[config.mk]
export PLATFORM = sky130hd
export DESIGN_NAME = signal_detect_mc
export DESIGN_NICKNAME = d
export VERILOG_FILES = /design/src/rtl/signal_detect_mc.sv
export SDC_FILE = /design/constraint.sdc
export NUM_CORES = 1
export LEC_CHECK = 0
export ABC_AREA = 0
export ABC_CLOCK_PERIOD_IN_PS = 2330
export BUFFER_PORTS_ARGS = -buffer_cell sky130_fd_sc_hd__buf_4
export CORE_ASPECT_RATIO = 1.25
export CORE_UTILIZATION = 50
export CTS_CLUSTER_DIAMETER = 60
export DETAILED_ROUTE_END_ITERATION = 8
export GPL_ROUTABILITY_DRIVEN = 0
export PLACE_DENSITY_LB_ADDON = 0.15
export REMOVE_ABC_BUFFERS = 1
export SLEW_MARGIN = 20
export SYNTH_ARGS = -nofsm -noshare
export SYNTH_HDL_FRONTEND = slang
export SYNTH_SLANG_ARGS = --single-unit
export TNS_END_PERCENT = 100
[constraint.sdc]
create_clock -name i_clk -period 2.33 [get_ports i_clk]
set_input_delay 0.233 -clock i_clk [delete_from_list [all_inputs] [get_ports i_clk]]
set_output_delay 0.233 -clock i_clk [all_outputs]
set_load 0.01 [all_outputs]
[src/rtl/signal_detect_mc.sv]
// ============================================================================
// signal_detect_mc : per-channel run-length detector, PWM window / OWT bit mode
// Rev 1.0
// ============================================================================
`default_nettype none

module signal_detect_mc #(
  parameter int CH_NUM = 4,
  parameter int CNT_W  = 10
) (
  input  logic                    i_clk,
  input  logic                    i_rst_n,
  input  logic                    i_clr,
  input  logic                    i_mode,
  input  logic [CNT_W-1:0]        i_dn_th,
  input  logic [CNT_W-1:0]        i_up_th,
  input  logic [CH_NUM-1:0]       i_vld,
  input  logic [CH_NUM-1:0]       i_vld_data,
  output logic [CH_NUM-1:0]       o_vld,
  output logic [CH_NUM-1:0]       o_vld_data,
  output logic [CH_NUM*CNT_W-1:0] o_run_len,
  output logic [CH_NUM-1:0]       o_err
);

  localparam logic [CNT_W-1:0] C_CNT_MAX = {CNT_W{1'b1}};
  localparam logic [CNT_W-1:0] C_CNT_ONE = CNT_W'(1);

  for (genvar k = 0; k < CH_NUM; k++) begin : g_ch
    logic             last_vld_q, last_vld_d;
    logic             last_data_q, last_data_d;
    logic [CNT_W-1:0] cnt_q, cnt_d;
    logic             vld_q, vld_d;
    logic             data_q, data_d;
    logic [CNT_W-1:0] len_q, len_d;
    logic             err_q, err_d;

    logic w_sample;
    logic w_pwm_win;
    logic w_owt_win;
    logic w_owt_short;

    assign w_sample    = i_vld_data[k];
    assign w_pwm_win   = (cnt_q >= i_dn_th) && (cnt_q <= i_up_th);
    assign w_owt_win   = (cnt_q >= i_dn_th) && (cnt_q <  i_up_th);
    assign w_owt_short = (cnt_q != '0) && (cnt_q < i_dn_th);

    always_comb begin
      last_vld_d  = last_vld_q;
      last_data_d = last_data_q;
      cnt_d       = cnt_q;
      vld_d       = 1'b0;
      err_d       = 1'b0;
      data_d      = data_q;
      len_d       = len_q;

      if (i_clr) begin
        last_vld_d  = 1'b0;
        last_data_d = 1'b0;
        cnt_d       = '0;
        data_d      = 1'b0;
        len_d       = '0;
      end else if (i_vld[k]) begin
        if (!last_vld_q) begin
          last_vld_d  = 1'b1;
          last_data_d = w_sample;
          cnt_d       = C_CNT_ONE;
        end else if (w_sample == last_data_q) begin
          // OWT emits a bit and restarts the count; otherwise the run keeps growing
          if (i_mode && w_owt_win) begin
            vld_d  = 1'b1;
            data_d = w_sample;
            len_d  = cnt_q + C_CNT_ONE;
            cnt_d  = '0;
          end else if (cnt_q != C_CNT_MAX) begin
            cnt_d = cnt_q + C_CNT_ONE;
          end
        end else begin
          last_data_d = w_sample;
          cnt_d       = C_CNT_ONE;
          if (!i_mode) begin
            len_d = cnt_q;
            if (w_pwm_win) begin
              vld_d  = 1'b1;
              data_d = last_data_q;
            end else begin
              err_d = 1'b1;
            end
          end else if (w_owt_short) begin
            err_d = 1'b1;
            len_d = cnt_q;
          end
        end
      end
    end

    always_ff @(posedge i_clk or negedge i_rst_n) begin
      if (!i_rst_n) begin
        last_vld_q  <= 1'b0;
        last_data_q <= 1'b0;
        cnt_q       <= '0;
        vld_q       <= 1'b0;
        data_q      <= 1'b0;
        len_q       <= '0;
        err_q       <= 1'b0;
      end else begin
        last_vld_q  <= last_vld_d;
        last_data_q <= last_data_d;
        cnt_q       <= cnt_d;
        vld_q       <= vld_d;
        data_q      <= data_d;
        len_q       <= len_d;
        err_q       <= err_d;
      end
    end

    assign o_vld[k]                  = vld_q;
    assign o_vld_data[k]             = data_q;
    assign o_err[k]                  = err_q;
    assign o_run_len[k*CNT_W +: CNT_W] = len_q;
  end

endmodule

`default_nettype wire

### Word-level counts from Yosys, hierarchy flattened

Index checks and enable logic that the tools add are counted.

| cells by class | value |
|---|---|
| add/subtract/negate cells | 4 |
| magnitude comparators | 16 |
| equal/unequal tests | 28 |
| multiplexer cells | 160 |
| reductions and logical operators | 48 |

Operators by type and width:

| kind | count |
|---|---|
| 10-bit 2-to-1 mux | 52 |
| 1-bit 2-to-1 mux | 108 |
| 10-bit less-than comparator | 8 |
| 10-bit by 1-bit adder with 10-bit output, second input constant | 4 |
| 10-bit greater-or-equal comparator | 4 |
| 10-bit <= comparator | 4 |
| 10-bit != test, second input constant | 4 |
| 10-bit nonzero test | 4 |
| 3-bit by 2-bit != test with 1-bit output, second input constant | 8 |
| 5-bit by 3-bit != test with 1-bit output, second input constant | 4 |
| 5-bit AND reduction | 4 |
| 1-bit logical AND | 16 |
| 4-bit by 2-bit != test with 1-bit output, second input constant | 4 |
| 2-bit AND reduction | 8 |
| 4-bit AND reduction | 4 |
| 2-bit nonzero test | 8 |
| 3-bit != test, second input constant | 4 |
| 3-bit nonzero test | 4 |
| 1-bit == test | 4 |

| storage, ports and cells | value |
|---|---|
| flip-flop bits (word level) | 100 |
| output and inout port bits | 52 |
| word-level logic and storage cells | 284 |

### Longest topological paths before layout

| depth | value |
|---|---|
| word-level depth | 8 |
| depth in mapped cells | 10 |
| mapped depth without buffers | 9 |

### Worst setup path before layout

OpenSTA, ideal clock, no wires.

| path | value |
|---|---|
| path type | reg2reg |
| from | reg g_ch[3].cnt_q[8] |
| to | reg g_ch[3].cnt_q[7] |
| library setup time | 0.126 ns |
| arrival | 2.223 ns |
| data required time | 2.204 ns |
| slack | -0.019 ns |
| cell stages (with the launch flop) | 10 |
| buffers on the path | 1 |
| path through | dfrtp_1 ha_1 nand4_1 a211oi_1 a2111oi_4 o211a_4 nor3_4 and3_4 buf_6 a221o_1 |

| between the ends | value |
|---|---|
| word-level cells in the longest chain between the ends | 8 |
| elaborated cells on any way between the ends | 12 |
| classes of those cells | order compare (2); eq/ne (2); mux (5); reduce/logical (3) |

RTL lines:

| element | line | RTL |
|---|---|---|
| from (decl) | 31 | `logic [CNT_W-1:0] cnt_q, cnt_d;` |
| from (signal assigned) | 108 | `cnt_q <= cnt_d;` |
| 10-bit greater-or-equal comparator / 10-bit less-than comparator (equally long branches) | 44 | `assign w_owt_win = (cnt_q >= i_dn_th) && (cnt_q < i_up_th);` |
| 1-bit logical AND | 44 |  |
| 1-bit logical AND | 69 | `if (i_mode && w_owt_win) begin` |
| 10-bit 2-to-1 mux | 69 |  |
| 10-bit 2-to-1 mux | 67 | `end else if (w_sample == last_data_q) begin` |
| 10-bit 2-to-1 mux | 63 | `if (!last_vld_q) begin` |
| 10-bit 2-to-1 mux | 62 | `end else if (i_vld[k]) begin` |
| 10-bit 2-to-1 mux | 56 | `if (i_clr) begin` |

Parallel ways exist; a longest one is shown, timed or not. The select of a mux whose other input is x is not followed.
A chain may end at the register's enable or synchronous reset.

### Final worst setup path

| path | value |
|---|---|
| from | reg g_ch[1].cnt_q[6] |
| to | reg g_ch[1].len_q[3] |

| between the ends | value |
|---|---|
| word-level cells in the longest chain between the ends | 5 |
| elaborated cells on any way between the ends | 10 |
| classes of those cells | order compare (3); eq/ne (2); reduce/logical (5) |

RTL lines:

| element | line | RTL |
|---|---|---|
| from (decl) | 31 |  |
| from (signal assigned) | 108 |  |
| 10-bit greater-or-equal comparator / 10-bit less-than comparator (equally long branches) | 44 |  |
| 1-bit logical AND | 44 |  |
| 1-bit logical AND | 69 |  |
| 3-bit by 2-bit != test with 1-bit output (no source line) | n/a |  |
| 4-bit AND reduction (no source line) (*) | n/a |  |
| to (signal assigned) | 111 | `len_q <= len_d;` |
| to (decl) | 34 | `logic [CNT_W-1:0] len_q, len_d;` |

Mark *: on every way between the ends. The rest lies on a longest branch, timed or not.

==> results.yml <==
min_path:
  hold_path.class: "input port to flop"
global_route:
  grt_antenna_before_repair: 0
  grt_max_degree: 38
  grt_util_all_layers: 0.2744
  grt.overflow.total: 0
  first_global_vias: 6984
  grt_first_pass_wirelength_mm: 34.86
setup_path:
  critPathLaunch: "g_ch[1].cnt_q[6]"
  timing_worst_setup_path_type: "flop to flop"
  crit_chain: "ha_1 -> nand4_1 -> o31ai_4 -> o31a_1 -> o2111a_2 -> buf_12 -> nor2_2 -> a211oi_2"
  r2r.worst_path.cells: 8
  reg2reg_to: "g_ch[1].len_q[3]"
  end_kind: "flop"
  crit_path_max_incr_delay_ns: 0.45
  maximum_fanout_along_the_worst_path: 10
  startpoint_type: "flop"
  required_ns: 2.60
  r2r_slack_ns: -0.19
  r2r-start: "g_ch[1].cnt_q[6]"
  cpMaxStageDelayCell: "sky130_fd_sc_hd__dfrtp_1"
  arrival_ns: 2.79
  worst_setup_endpoint: "g_ch[1].len_q[3]"
clocking:
  cts.reportedPaths.clkPinSlew_ns: 0.07
  cts_max_level: 3
  cts_tree: "yes"
  cts.path.max_buffers: 2
  cts-buffers-inserted: 9
  tritoncts_num_sinks: 100
  cts_root_buffer: "sky130_fd_sc_hd__clkbuf_16"
  clock_insertion_delay_at_the_later_pin_of_the_skew_report_ns: 0.36
placement:
  dpl.hpwl_mm: 15.51
  placed_cells: 1236
  port_buffers: 83
synth:
  synth_fa_ha_area_frac: 0.1547
  synth_simple_gate_area_share: 0.2066
  postSynthAreaPerCell_um2: 8.695
  synthMuxAreaShare: 0.007734
  warnings_synthesis: 0
  postSynth.topFlopCell: "sky130_fd_sc_hd__dfrtp_1"
  dominant_combinational_cell_family_by_area_after_synthesis: "compound AO/OA/AOI/OAI gates"
  synth_top_cells_by_count: "sky130_fd_sc_hd__nand2_1 (109), sky130_fd_sc_hd__dfrtp_1 (100), sky130_fd_sc_hd__ha_1 (96), sky130_fd_sc_hd__nor2_1 (73), sky130_fd_sc_hd__a21oi_1 (58)"
  synth_compound_area_frac: 0.2080
  post_synth_main_area_contributors: "sky130_fd_sc_hd__dfrtp_1 (32%), sky130_fd_sc_hd__ha_1 (15%), sky130_fd_sc_hd__nand2_1 (5.3%)"
  synth-seq-cells: 100
  synth_xor_area_frac: 0.04061
  synth.top_cell.area_share: 0.3223
  ys_async_sr_fraction: 1.000
  yosys.area.top_type: "sky130_fd_sc_hd__dfrtp_1"
  synth_seq_area_share: 0.3223
  netlist_area_mm2: 0.007765
  yosysMostFrequentCell: "sky130_fd_sc_hd__nand2_1"
  synth_cells: 893
  post_synth_edffs: 0
  synth_cell_type_count: 74
drt:
  drt_drc_violations_left: 0
  detailedRoute.firstPassIterationCount: 5
  ant_nets: 0
  routed_wire_length_per_instance_um: 17.87
  route.detailed.vias_per_inst: 5.847
  vias: 7519
  postRouteWirelength_mm: 22.98
  drt-initial-drc-count: 330
floorplan:
  design.die.area_mm2: 0.01604
  count_of_boundary_i_o_pins: 84
  floorplan.initialDensity: 0.5150
  rows: 50
  design.core.area_mm2: 0.01508
  die_x_um: 113.5
  die_y_um: 141.3
sta:
  timing.final.crit_share: 1.080
  timing.setup.tns_ns: -4.938
  timing_max_transition_violations_final: 0
  finalWorstPathRequiredPeriod_ns: 2.515
  count_of_final_setup_violators: 53
  tightestPinTransition_ns: 0.7952
  rsz0062_at_grt: "yes"
  final_hold_viol_count: 0
  layout_skew_ns: 0.01050
  achievable-frequency_mhz: 397.6
  postLayoutSetupSlackWorst_ns: -0.1854
  slew_headroom: 0.4679
power_and_ir_drop:
  worst_ir_drop_vdd_mv: 0.2916
  power.static_leakage_nw: 4.909
  power_per_cell_area_mw_per_mm2: 394.8
cells_and_area:
  diodes: 0
  drive_above_1_share: 0.3646
  num-nets-final: 1201
  syn2layout_area_growth_pct: 38.20
  fin_util: 0.7118
  stdcell_count: 1286
run_status:
  status: "complete, but fails checks"
  failed_checks: "setup timing"
run:
  drv.max_cap_violation_count: 0
## per-layer routing
| metal | share of wire | up-vias | wire length [um] | global-route usage |
|---|---|---|---|---|
| met3 | 0.040 | 47 | 921 | 0.02819 |
| met5 | 0 | - | 0 | 0 |
| li1 | - | 3587 | - | - |
| met4 | 0.031 | 0 | 702 | 0.1087 |
| met2 | 0.49 | 225 | 11200 | 0.4522 |
| met1 | 0.44 | 3660 | 10160 | 0.3697 |
## sequential cells by signal (all words and copies together), names as in the netlist
name	cells
g_ch.vld_q	4
g_ch.last_vld_q	4
g_ch.len_q	40
g_ch.data_q	4
g_ch.last_data_q	4
g_ch.err_q	4
g_ch.cnt_q	40
## layout make-up
cell class	count	area, um^2
well taps	208	260.3
repair buffers	220	1838
inverters	56	210.2
clock inverters	6	63.81
multi-input cells	686	5612
flip-flops and latches	100	2519
fillers	1162	4345
clock buffers	10	229.0
## cells in the final DEF, fill, tap and decap left out, drive strengths merged, types with 5 or more instances in the layout
cell type  netlist  routed
a21o             6       6
nand4           16      16
nor2            74      74
o21ai           34      34
nand2b           7       7
a211o            6       6
or2              5       5
clkbuf          27      13
o21a            10      10
nor3            10      10
and3            36      36
o22ai           11      11
xor2            22      22
a31oi            5       5
a2111oi          5       5
a21oi           59      59
nor4             9       9
o211ai           5       5
nand3           33      33
a221o            5       5
xnor2           14      14
o2bb2ai          9       9
a211oi          37      37
nand2          110     110
dfrtp          100     100
buf             24     215
mux2i            6       6
ha              96      96
inv             56      57
## through the flow
step / cell area, um^2 / setup slack [ns] / hold slack [ns] / power, mW
6_report: 10730 / -0.1854 / 0.1470 / 4.236
5_1_grt: 10730 / -0.3129 / 0.1578 / 4.389
4_1_cts: 9942 / -0.09725 / 0.1407 / 4.127
3_5_place_dp: 9240 / -0.2306 / 0.1758 / 2.548
3_3_place_gp: 9240 / -0.2139 / 0.1682 / 2.535
2_1_floorplan: 7508 / -0.4737 / -0.06259 / 2.187
## cells by family (layout without fill, tap and decap cells)
kind of cell	Yosys count	after routing
xor gates and xnor gates	36	36
muxes	6	6
buffers and inverters	107	292
and+or+nand+nor	325	325
AOI/OAI and AO/OA	223	223
DFF	100	100
adders and majority gates	96	96
## power by group
| group | total, mW | switching [mW] | leakage, nW | internal, mW |
|---|---|---|---|---|
| Sequential | 1.81 | 0.0347 | 1.36 | 1.78 |
| Clock | 1.55 | 0.715 | 0.139 | 0.835 |
| Combinational | 0.876 | 0.493 | 3.41 | 0.383 |
| Total | 4.24 | 1.24 | 4.91 | 2.99 |
## critical path: cells and delay by family, from the launching register on
kind | cells | cell delay [ns]
AOI/OAI and AO/OA | 4 | 1.17
adders and majority gates | 1 | 0.32
buffers and inverters | 1 | 0.16
DFF | 1 | 0.45
and+or+nand+nor | 2 | 0.32
## worst min path at each step
stage                  startpoint                   to  slack [ns]  cells after the start
finish              i_vld_data[3]  g_ch[3].last_data_q        0.15                      3
CTS                 i_vld_data[3]  g_ch[3].last_data_q        0.14                      3
global placement          i_rst_n     g_ch[1].len_q[5]        0.17                      1
floorplan                 i_rst_n     g_ch[0].cnt_q[0]       -0.06                      0
global route        i_vld_data[2]  g_ch[2].last_data_q        0.16                      3
detailed placement        i_rst_n     g_ch[1].len_q[5]        0.18                      1
## what timing repair did
item,4_1_cts,5_1_grt
gates resized for setup,48,134
pin swaps,25,64
hold endpoints to repair,24,0
cloned,2,5
hold buffers,1,0
buffers inserted,15,15
endpoints found under the setup margin,70,86
No activity file was read; power rests on OpenSTA's default activity.
